**src/rtl/div_unit_pkg.sv**
```systemverilog
// Shared definitions for the multicycle divider: state encodings, default
// width and the Hi/Lo mux select value that the control unit uses for it.
package div_unit_pkg;

  typedef enum logic [1:0] {
    DIV_IDLE = 2'd0,
    DIV_RUN  = 2'd1,
    DIV_FIX  = 2'd2
  } div_state_e;

  localparam int DIV_WIDTH = 32;

  // Hi/Lo write-data select that routes hi_out/lo_out into the register pair.
  localparam logic [1:0] HILO_SEL_DIV = 2'd2;

endpackage

```
**src/rtl/div_unit.sv**
```systemverilog
// Multicycle signed restoring divider for MIPS DIV: quotient to Lo, remainder
// to Hi, one-cycle done pulse, divide-by-zero flag instead of a result.
//
// state    | meaning
// ---------+-----------------------------------------------------------
// DIV_IDLE | waiting for start; zero divisor answers with done+div_zero
// DIV_RUN  | one restoring step per clock, WIDTH steps on magnitudes
// DIV_FIX  | apply signs, register hi_out/lo_out, pulse done
module div_unit
  import div_unit_pkg::*;
#(
  parameter int WIDTH = DIV_WIDTH,
  parameter int CNT_W = 6
) (
  input  logic             clk,
  input  logic             reset,
  input  logic             start,
  input  logic [WIDTH-1:0] dividend,
  input  logic [WIDTH-1:0] divisor,
  output logic             busy,
  output logic             done,
  output logic             div_zero,
  output logic [WIDTH-1:0] hi_out,
  output logic [WIDTH-1:0] lo_out
);

  div_state_e       r_state;
  div_state_e       w_state_nxt;
  logic [CNT_W-1:0] r_cnt;
  logic [WIDTH-1:0] r_rem;
  logic [WIDTH-1:0] r_quo;
  logic [WIDTH-1:0] r_dvs;
  logic             r_neg_q;
  logic             r_neg_r;
  logic             r_done;
  logic             r_dz;
  logic [WIDTH-1:0] r_hi;
  logic [WIDTH-1:0] r_lo;

  logic             w_dvs_zero;
  logic             w_cnt_last;
  logic [WIDTH-1:0] w_abs_a;
  logic [WIDTH-1:0] w_abs_b;
  logic [WIDTH:0]   w_rem_sh;
  logic [WIDTH:0]   w_trial;

  assign w_dvs_zero = (divisor == '0);
  assign w_cnt_last = (r_cnt == CNT_W'(1));
  // |-2^(W-1)| wraps to itself, which is the correct unsigned magnitude
  assign w_abs_a    = dividend[WIDTH-1] ? -dividend : dividend;
  assign w_abs_b    = divisor[WIDTH-1]  ? -divisor  : divisor;
  assign w_rem_sh   = {r_rem, r_quo[WIDTH-1]};
  assign w_trial    = w_rem_sh - {1'b0, r_dvs};

  always_ff @(posedge clk) begin
    if (reset) r_state <= DIV_IDLE;
    else       r_state <= w_state_nxt;
  end

  always_comb begin
    w_state_nxt = r_state;
    case (r_state)
      DIV_IDLE: if (start && !w_dvs_zero) w_state_nxt = DIV_RUN;
      DIV_RUN:  if (w_cnt_last)           w_state_nxt = DIV_FIX;
      DIV_FIX:                            w_state_nxt = DIV_IDLE;
      default:                            w_state_nxt = DIV_IDLE;
    endcase
  end

  always_ff @(posedge clk) begin
    if (reset) begin
      r_cnt   <= '0;
      r_rem   <= '0;
      r_quo   <= '0;
      r_dvs   <= '0;
      r_neg_q <= 1'b0;
      r_neg_r <= 1'b0;
      r_done  <= 1'b0;
      r_dz    <= 1'b0;
      r_hi    <= '0;
      r_lo    <= '0;
    end else begin
      r_done <= 1'b0;
      r_dz   <= 1'b0;
      case (r_state)
        DIV_IDLE: begin
          if (start && w_dvs_zero) begin
            r_done <= 1'b1;
            r_dz   <= 1'b1;
          end else if (start) begin
            r_quo   <= w_abs_a;
            r_dvs   <= w_abs_b;
            r_rem   <= '0;
            r_neg_q <= dividend[WIDTH-1] ^ divisor[WIDTH-1];
            r_neg_r <= dividend[WIDTH-1];
            r_cnt   <= CNT_W'(WIDTH);
          end
        end
        DIV_RUN: begin
          // remainder stays below the divisor, so WIDTH bits always suffice
          if (!w_trial[WIDTH]) begin
            r_rem <= w_trial[WIDTH-1:0];
            r_quo <= {r_quo[WIDTH-2:0], 1'b1};
          end else begin
            r_rem <= w_rem_sh[WIDTH-1:0];
            r_quo <= {r_quo[WIDTH-2:0], 1'b0};
          end
          r_cnt <= r_cnt - CNT_W'(1);
        end
        DIV_FIX: begin
          r_lo   <= r_neg_q ? -r_quo : r_quo;
          r_hi   <= r_neg_r ? -r_rem : r_rem;
          r_done <= 1'b1;
        end
        default: ;
      endcase
    end
  end

  assign busy     = (r_state != DIV_IDLE);
  assign done     = r_done;
  assign div_zero = r_dz;
  assign hi_out   = r_hi;
  assign lo_out   = r_lo;

endmodule

```
**config.mk**
```make
export PLATFORM = sky130hd
export DESIGN_NAME = div_unit
export DESIGN_NICKNAME = d
export VERILOG_FILES = /design/src/rtl/div_unit_pkg.sv /design/src/rtl/div_unit.sv
export SDC_FILE = /design/constraint.sdc
export NUM_CORES = 1
export LEC_CHECK = 0
export CAP_MARGIN = 15
export CORE_ASPECT_RATIO = 0.9
export CORE_MARGIN = 8
export CORE_UTILIZATION = 51
export CTS_CLUSTER_DIAMETER = 40
export CTS_CLUSTER_SIZE = 14
export DETAILED_ROUTE_END_ITERATION = 7
export PLACE_DENSITY_LB_ADDON = 0.25
export SKIP_CTS_REPAIR_TIMING = 1
export SLEW_MARGIN = 10
export SYNTH_ARGS = -nofsm -noshare
export SYNTH_HDL_FRONTEND = slang
export SYNTH_SLANG_ARGS = --single-unit
```
**constraint.sdc**
```tcl
create_clock -name clk -period 3.73 [get_ports clk]
set_clock_uncertainty 0.1 [all_clocks]
set_input_delay 0.5595 -clock clk [delete_from_list [all_inputs] [get_ports clk]]
set_output_delay 0.5595 -clock clk [all_outputs]
set_load 0.1 [all_outputs]
```
# Word-level counts from Yosys, hierarchy flattened
# Index checks and enable logic that the tools add are counted.
# word_totals
ff_bits	172
input_bits	67
out_inout_bits	67
elab_cells	58
# op_classes
add_sub_neg	6
eq_ne	7
mux	20
bitwise	3
reduce_logical	11
# ops
op	count
2-to-1 mux 32 bit	9
negator 32 bit	4
one-hot mux 32 bit (2 select lines)	2
subtractor 33 x 32 -> 33 bit	1
zero test 32 bit	1
2-to-1 mux 6 bit	2
one-hot mux 6 bit (2 select lines)	1
inequality test 2 bit (second input constant)	4
equality test 6 x 1 -> 1 bit (second input constant)	1
AND reduction 3 bit	2
subtractor 6 x 1 -> 6 bit (second input constant)	1
2-to-1 mux 2 bit	2
one-hot mux 2 bit (2 select lines)	1
nonzero test 2 bit	2
equality test 2 x 1 -> 1 bit (second input constant)	1
equality test 2 bit (second input constant)	1
logical AND 1 bit	2
zero test 2 bit	1
2-to-1 mux 1 bit	2
inverter 1 bit	2
one-hot mux 1 bit (2 select lines)	1
AND reduction 2 bit	1
OR reduction 2 bit	1
zero test 1 bit	1
XOR 1 bit	1

# Longest topological paths before layout
# Gate-level depths: netlist of the first run.
# logic_depth
word_depth	5
mapped_depth	13
depth_no_buf	12

# Least setup slack after synthesis of the first run
# No wires, ideal clock.
# synth_path
path_type	register to register
start	register r_rem[6]
end	register r_hi[28] (netlist: hi_out[28])
setup_time_ns	0.086
arrival_time_ns	3.364
required_ns	3.544
slack_ns	0.180
path_stages_with_launch	10
path_buffers	0
synth_period_minus_slack_ns	3.550
path_cell_list	dfxtp_1 -> or4_4 -> nor4_4 -> or3b_1 -> or4_4 -> or4_1 -> or4_1 -> o31ai_1 -> xor2_1 -> a211oi_1
# synth_between
elab_chain_cells	2
# synth_rtl
item	line_no	rtl
from (decl)	div_unit.sv:30	logic [WIDTH-1:0] r_rem;
from (signal assigned)	div_unit.sv:102	r_rem <= w_trial[WIDTH-1:0];
from (signal assigned)	div_unit.sv:105	r_rem <= w_rem_sh[WIDTH-1:0];
negator 32 bit	div_unit.sv:112	r_hi <= r_neg_r ? -r_rem : r_rem;
2-to-1 mux 32 bit	div_unit.sv:112	
to (signal assigned)	div_unit.sv:112	
to (decl)	div_unit.sv:37	logic [WIDTH-1:0] r_hi;
# Every way passes these cells.
# A chain may end at the register's enable or synchronous reset.

# Worst setup path after layout of the first run
# layout_path
start	register r_rem[6]
end	register r_hi[30] (netlist: hi_out[30])
# Same word-level chain as after synthesis.

==> flow_summary.toml, run 1 <==
[route]
drt-vias-per-instance = 5.73
first_pass_iters = 7
drtIter0Drc = 813
wl_um = 28700
vias = 9912
drc = 0
ant_nets = 0
wl_per_cell_um = 16.6

[placed_design]
dp_hpwl_um = 21900
place.port_buffers = 133
place_congestion = 0.921

[sta]
worst_slew_pin_slew_ns = 1.14
slew_viol_final = 0
rsz0062_at_grt = "yes"
maxSlewHeadroom_pct = 24.2
hold_viol_final = 0
finalSetupViolCount = 0
period_minus_slack_ns = 3.67
fmax_mhz = 273
tns_ns = 0
fin_crit_sh_pct = 98.3

[pwr]
internal_power_w = 0.00359
p_per_area_nw_per_um2 = 421
pwr-share-comb_pct = 28.0
power_frac_seq_pct = 38.9
leakage_nw = 4.86
sw_frac_of_total_pct = 33.8
peakVddDrop_v = 0.000286
pwr-share-clk_pct = 33.1
p_total_w = 0.00542
switching_power_w = 0.00183

[synth]
syn_avg_cell_area_um2 = 7.87
synth_fp_nets = 1442
syn_inst = 1336
synth_cell_types = 57
ys_seq_elements = 172
synth-warning-count = 0
netlist_area_um2 = 10500
async_flop_share_pct = 0
synth_edf_count = 0
seq_area_frac_synth_pct = 32.7
ys.flop_type = "dfxtp_1"

[worst_setup_path]
critical_path.cell_chain = "or4_4 > nor4_4 > or3b_4 > or4_4 > or4_1 > or4_4 > o21ai_0 > xor2_1 > a211oi_1"
critical_path.max_stage_delay_ns = 0.57
cp_max_fo = 4
cp-start-kind = "flop"
cpMostUsedCell = "or4_4"
reg2reg_from = "r_rem[6]$_SDFFE_PP0P_"
worstPathArrival_ns = 3.90
r2r_end = "hi_out[30]$_SDFFE_PP0P_"
rrSetupSlack_ns = 0.06
crit_family = "simple AND/OR/NAND/NOR gates"
critPathBufInv = 0
worstPathRequired_ns = 3.97
slowest_stage = "or4_4"
cp-end-kind = "flop"
criticalPathCategory = "reg -> reg"
r2r_cells = 9

[global_route]
antenna_found_initial = 0
grt_overflow = 0
grt_first_pass_wirelength_um = 47000
grt_max_degree = 56
grt.total_usage_pct = 22.0
first_global_vias = 9063

[cts]
cts.htree.levels = 4
path_clk_slew_ns = 0.07
clock_path_buffers = 2
cts_buffers = 17
root_buffer = "clkbuf_16"
clock_latency_ns = 0.44
cts.sinks = 172
cts_tree = "done"

[die]
start_util_pct = 51.3
die_h_um = 152
core_area_um2 = 20500
die_area_um2 = 25500
die_x_um = 167
rows = 50
ios = 134

[cells_and_area]
multi_input_area_um2 = 6650
nNetsFinal = 1564
seq_area_um2 = 3440
antennaDiodeCount = 0
nFillCells = 1853
utilization_pct = 62.8
drive_above_1_share_pct = 7.27
areaGrowthSynthToFinish_pct = 22.5

[min_path]
hold_class = "reg -> reg"
min_to = "hi_out[0]$_SDFFE_PP0P_"
holdCritStartpoint = "hi_out[0]$_SDFFE_PP0P_"
hold_depth = 2

[run]
cap_viol_max_count = 0

[status]
outcome = "completed"
layout by cell type, fill, tap and decap left out, types with 9 or more instances in the layout:
master,count
dfxtp_1,172
nor2_1,164
nand2_1,132
clkdlybuf4s50_1,131
a211oi_1,87
xor2_1,79
o21ai_0,72
a21oi_1,69
xnor2_1,67
inv_1,49
buf_4,46
ha_1,38
o31ai_1,36
nor3_1,31
nand3_1,23
or3_1,17
clkbuf_16,17
o211ai_1,16
nand2b_1,15
o41ai_1,15
nor4_1,14
a21o_1,14
or4_1,13
and3_1,11
mux2i_1,10
a22o_1,10
o22ai_1,10
a32oi_1,9
area by class of cell:
class,instances,area share [%]
multi-input combinational,1039,51.6
inverter,49,1.43
timing repair buffer,179,13.2
tap,260,2.53
clock buffer,18,3.33
clock inverter,14,1.21
sequential,172,26.7
metrics by stage:
stage,hold WS (ns),std cells,area (um2),setup WS [ns]
after global routing,0.393,1731,12900,-0.0764
after global placement,0.348,1699,12300,-0.0322
after floorplan,0.340,1336,10500,0.180
after detailed placement,0.348,1699,12300,-0.0784
final,0.358,1731,12900,0.0650
after CTS,0.358,1731,12900,0.0188
registers in the layout, summed over array words and instances (netlist names):
name and flops:
r_neg_q 1, r_quo 32, lo_out 32, r_dvs 32, r_rem 32, r_state 2
div_zero 1, r_cnt 6, done 1, hi_out 32, r_neg_r 1
Yosys cell counts (all sizes together), types with 3 or more instances:
master / instances / area (um2)
o21ai: 72 / 360
a32oi: 9 / 78.8
nor4: 15 / 109
buf: 7 / 27.5
o211ai: 16 / 120
xor2: 79 / 692
a21oi: 69 / 345
a21boi: 3 / 22.5
dfxtp: 172 / 3440
a21o: 14 / 105
or3: 17 / 106
nand2: 132 / 495
o31ai: 38 / 290
inv: 49 / 184
o21a: 4 / 30.0
clkbuf: 69 / 259
and2: 3 / 18.8
nand4: 6 / 37.5
o22ai: 10 / 62.6
ha: 38 / 475
o21bai: 6 / 45.0
nor2: 166 / 623
and3: 11 / 68.8
a211oi: 87 / 653
a31oi: 8 / 50.1
nor2b: 7 / 43.8
or2: 7 / 43.8
nand3: 23 / 115
nor4b: 3 / 26.3
nand3b: 5 / 37.5
nand2b: 15 / 93.8
nor3: 31 / 155
or4: 19 / 161
mux2i: 10 / 100
a31o: 3 / 26.3
a22o: 10 / 87.6
xnor2: 68 / 596
o41ai: 16 / 148
worst register-to-register path, stage by stage, from the launching register on:
cell and delay, ns:
dfxtp_1 0.31, or4_4 0.57, nor4_4 0.20, or3b_4 0.43
or4_4 0.46, or4_1 0.50, or4_4 0.46, o21ai_0 0.23
xor2_1 0.09, a211oi_1 0.23
worst max-delay path by stage:
stage / from / to / depth (start not counted)
after CTS: r_rem[6]$_SDFFE_PP0P_ / hi_out[28]$_SDFFE_PP0P_ / 9
after detailed placement: divisor[8] / r_dvs[27]$_SDFFE_PP0P_ / 10
final: r_rem[6]$_SDFFE_PP0P_ / hi_out[30]$_SDFFE_PP0P_ / 9
after global routing: r_rem[6]$_SDFFE_PP0P_ / hi_out[30]$_SDFFE_PP0P_ / 9
after floorplan: r_rem[6]$_SDFFE_PP0P_ / hi_out[28]$_SDFFE_PP0P_ / 9
after global placement: divisor[8] / r_dvs[27]$_SDFFE_PP0P_ / 10
routing by layer:
metal	up-vias	GRT usage (%)	share of wire [%]
li1	5071	-	-
met2	305	30.0	39
met5	-	0	0
met4	0	5.06	0.92
met1	4519	34.1	52
met3	17	4.48	7.3
power groups by stage:
stage / Combinational (W) / Clock [W] / Sequential (W)
detailed placement: 0.00148 / 0 / 0.00214
CTS: 0.00149 / 0.00182 / 0.00210
global route: 0.00167 / 0.00190 / 0.00212
finish: 0.00152 / 0.00179 / 0.00211
global placement: 0.00146 / 0 / 0.00213
floorplan: 0.00103 / 0 / 0.00215
logic make-up (layout without fill, tap and decap cells):
| kind of cell | count (synthesis) | in the layout | synth area share [%] |
|---|---|---|---|
| AOI/OAI and AO/OA | 379 | 379 | 24.3 |
| xor gates and xnor gates | 147 | 147 | 12.2 |
| adders and majority gates | 39 | 39 | 4.71 |
| buffers and inverters | 125 | 260 | 4.47 |
| DFF | 172 | 172 | 32.7 |
| muxes | 10 | 10 | 0.952 |
| and+or+nand+nor | 464 | 464 | 20.6 |
No activity file was read; power rests on OpenSTA's default activity.
==> run 2: changes to the inputs <==
--- a/config.mk
+++ b/config.mk
@@ -10,3 +10,3 @@
 export CORE_MARGIN = 8
-export CORE_UTILIZATION = 51
+export CORE_UTILIZATION = 60
 export CTS_CLUSTER_DIAMETER = 40
@@ -14,2 +14,3 @@
 export DETAILED_ROUTE_END_ITERATION = 7
+export HOLD_SLACK_MARGIN = 0.05
 export PLACE_DENSITY_LB_ADDON = 0.25
==> constraint.sdc (replaced) <==
create_clock -name clk -period 4.65 [get_ports clk]
set_clock_uncertainty 0.1 [all_clocks]
set_input_delay 0.6975 -clock clk [delete_from_list [all_inputs] [get_ports clk]]
set_output_delay 0.6975 -clock clk [all_outputs]
set_load 0.01 [all_outputs]
==> flow_summary.toml, run 2 (synthesis gave the netlist of run 1 again) <==
[cells_and_area]
final_design_area_no_fill_um2 = 12700
final_common_cell = "dfxtp_1"
utilization_pct = 72.8
antennaDiodeCount = 0
layout_common_cells = "dfxtp_1 (172), nor2_1 (164), nand2_1 (132), clkdlybuf4s50_1 (132), a211oi_1 (87)"
nNetsFinal = 1535
drive_above_1_share_pct = 4.73
areaGrowthSynthToFinish_pct = 20.3

[cts]
clock_path_buffers = 2
cts_buffers = 17
cts.htree.levels = 4
cts.sinks = 172
root_buffer = "clkbuf_16"
path_clk_slew_ns = 0.06
clock_latency_ns = 0.43
cts_tree = "done"

[placed_design]
placed_area_um2 = 12000
place.port_buffers = 133
dp_hpwl_um = 20800
place_congestion = 0.893
dp_slack_ns = 0.497

[worst_setup_path]
critical_path.max_stage_delay_ns = 0.60
worstPathRequired_ns = 4.88
reg2reg_from = "r_rem[6]$_SDFFE_PP0P_"
r2r_cells = 9
critPathBufInv = 0
criticalPathCategory = "reg -> reg"
r2r_end = "hi_out[28]$_SDFFE_PP0P_"
crit_family = "simple AND/OR/NAND/NOR gates"
critical_path.cell_chain = "or4_4 > nor4_4 > or3b_1 > or4_4 > or4_1 > or4_1 > o31ai_1 > xor2_1 > a211oi_1"
cp-start-kind = "flop"
rrSetupSlack_ns = 0.75
slowest_stage = "or4_4"
worstPathArrival_ns = 4.13
cp_max_fo = 8
cp-end-kind = "flop"

[min_path]
hold_depth = 2
hold_class = "reg -> reg"
holdCritStartpoint = "hi_out[0]$_SDFFE_PP0P_"
min_to = "hi_out[0]$_SDFFE_PP0P_"

[route]
wl_per_cell_um = 16.7
ant_nets = 0
drc = 0
drt-vias-per-instance = 5.94
vias = 9960
first_pass_iters = 5
drtIter0Drc = 747
wl_um = 28000

[sta]
slew_viol_final = 0
maxSlewHeadroom_pct = 27.7
tns_ns = 0
hold_viol_final = 0
worst_slew_pin_slew_ns = 1.08
fin_crit_sh_pct = 83.9
period_minus_slack_ns = 3.90
fmax_mhz = 256
rsz0062_at_grt = "no"
fin_ws_ns = 0.748
finalSetupViolCount = 0

[pwr]
p_per_area_nw_per_um2 = 342
leakage_nw = 4.73
p_total_w = 0.00433
peakVddDrop_v = 0.000259

[global_route]
grt.total_usage_pct = 24.7
grt_max_degree = 76
antenna_found_initial = 0
grt_first_pass_wirelength_um = 44800
first_global_vias = 8683
grt_overflow = 0

[die]
ios = 134
core_area_um2 = 17400
start_util_pct = 60.5
die_area_um2 = 22000
rows = 46
die_h_um = 142
die_x_um = 156

[status]
outcome = "completed"

[run]
cap_viol_max_count = 0
## run 2: final cells by class
cell class              count  area, um2
multi-input cells        1039       6640
fillers                  1422       4730
flip-flops and latches    172       3440
repair buffers            150       1470
clock buffers              21        450
well taps                 240        300
inverters                  49        184
clock inverters             7        166
## run 2: routing by layer
layer / share of wire (%) / vias up / track usage [%]
li1: - / 5006 / -
met1: 50 / 4526 / 38.1
met3: 9.9 / 17 / 5.75
met4: 0.85 / 0 / 5.10
met5: 0 / - / 0
met2: 39 / 411 / 33.6
## run 2: where the power goes
part	switching, W	total, W	internal [W]
clock	0.000558	0.00151	0.000957
combinational	0.000637	0.00112	0.000480
sequential	0.000133	0.00170	0.00157
total	0.00133	0.00433	0.00300
## run 2: how the worst max path moves through the flow
stage	depth (start not counted)	start	slack [ns]	end
floorplan	9	r_rem[6]$_SDFFE_PP0P_	1.10	hi_out[28]$_SDFFE_PP0P_
global placement	10	divisor[8]	0.61	r_dvs[27]$_SDFFE_PP0P_
detailed placement	10	divisor[8]	0.50	r_dvs[27]$_SDFFE_PP0P_
CTS	11	r_rem[4]$_SDFFE_PP0P_	0.70	r_rem[20]$_SDFFE_PP0P_
global route	9	r_rem[6]$_SDFFE_PP0P_	0.59	hi_out[28]$_SDFFE_PP0P_
finish	9	r_rem[6]$_SDFFE_PP0P_	0.75	hi_out[28]$_SDFFE_PP0P_
## run 2: worst min-delay path, cell delays in order, from the launching register on
cell     delay (ns)
dfxtp_1        0.31
nand2_1        0.05
a21oi_1        0.05
## run 2: metrics by stage
stage                     hold WS, ns  std cells
final                           0.354       1678
after global routing            0.384       1678
after CTS                       0.356       1678
after detailed placement        0.349       1650
after global placement          0.343       1650
after floorplan                 0.340       1336
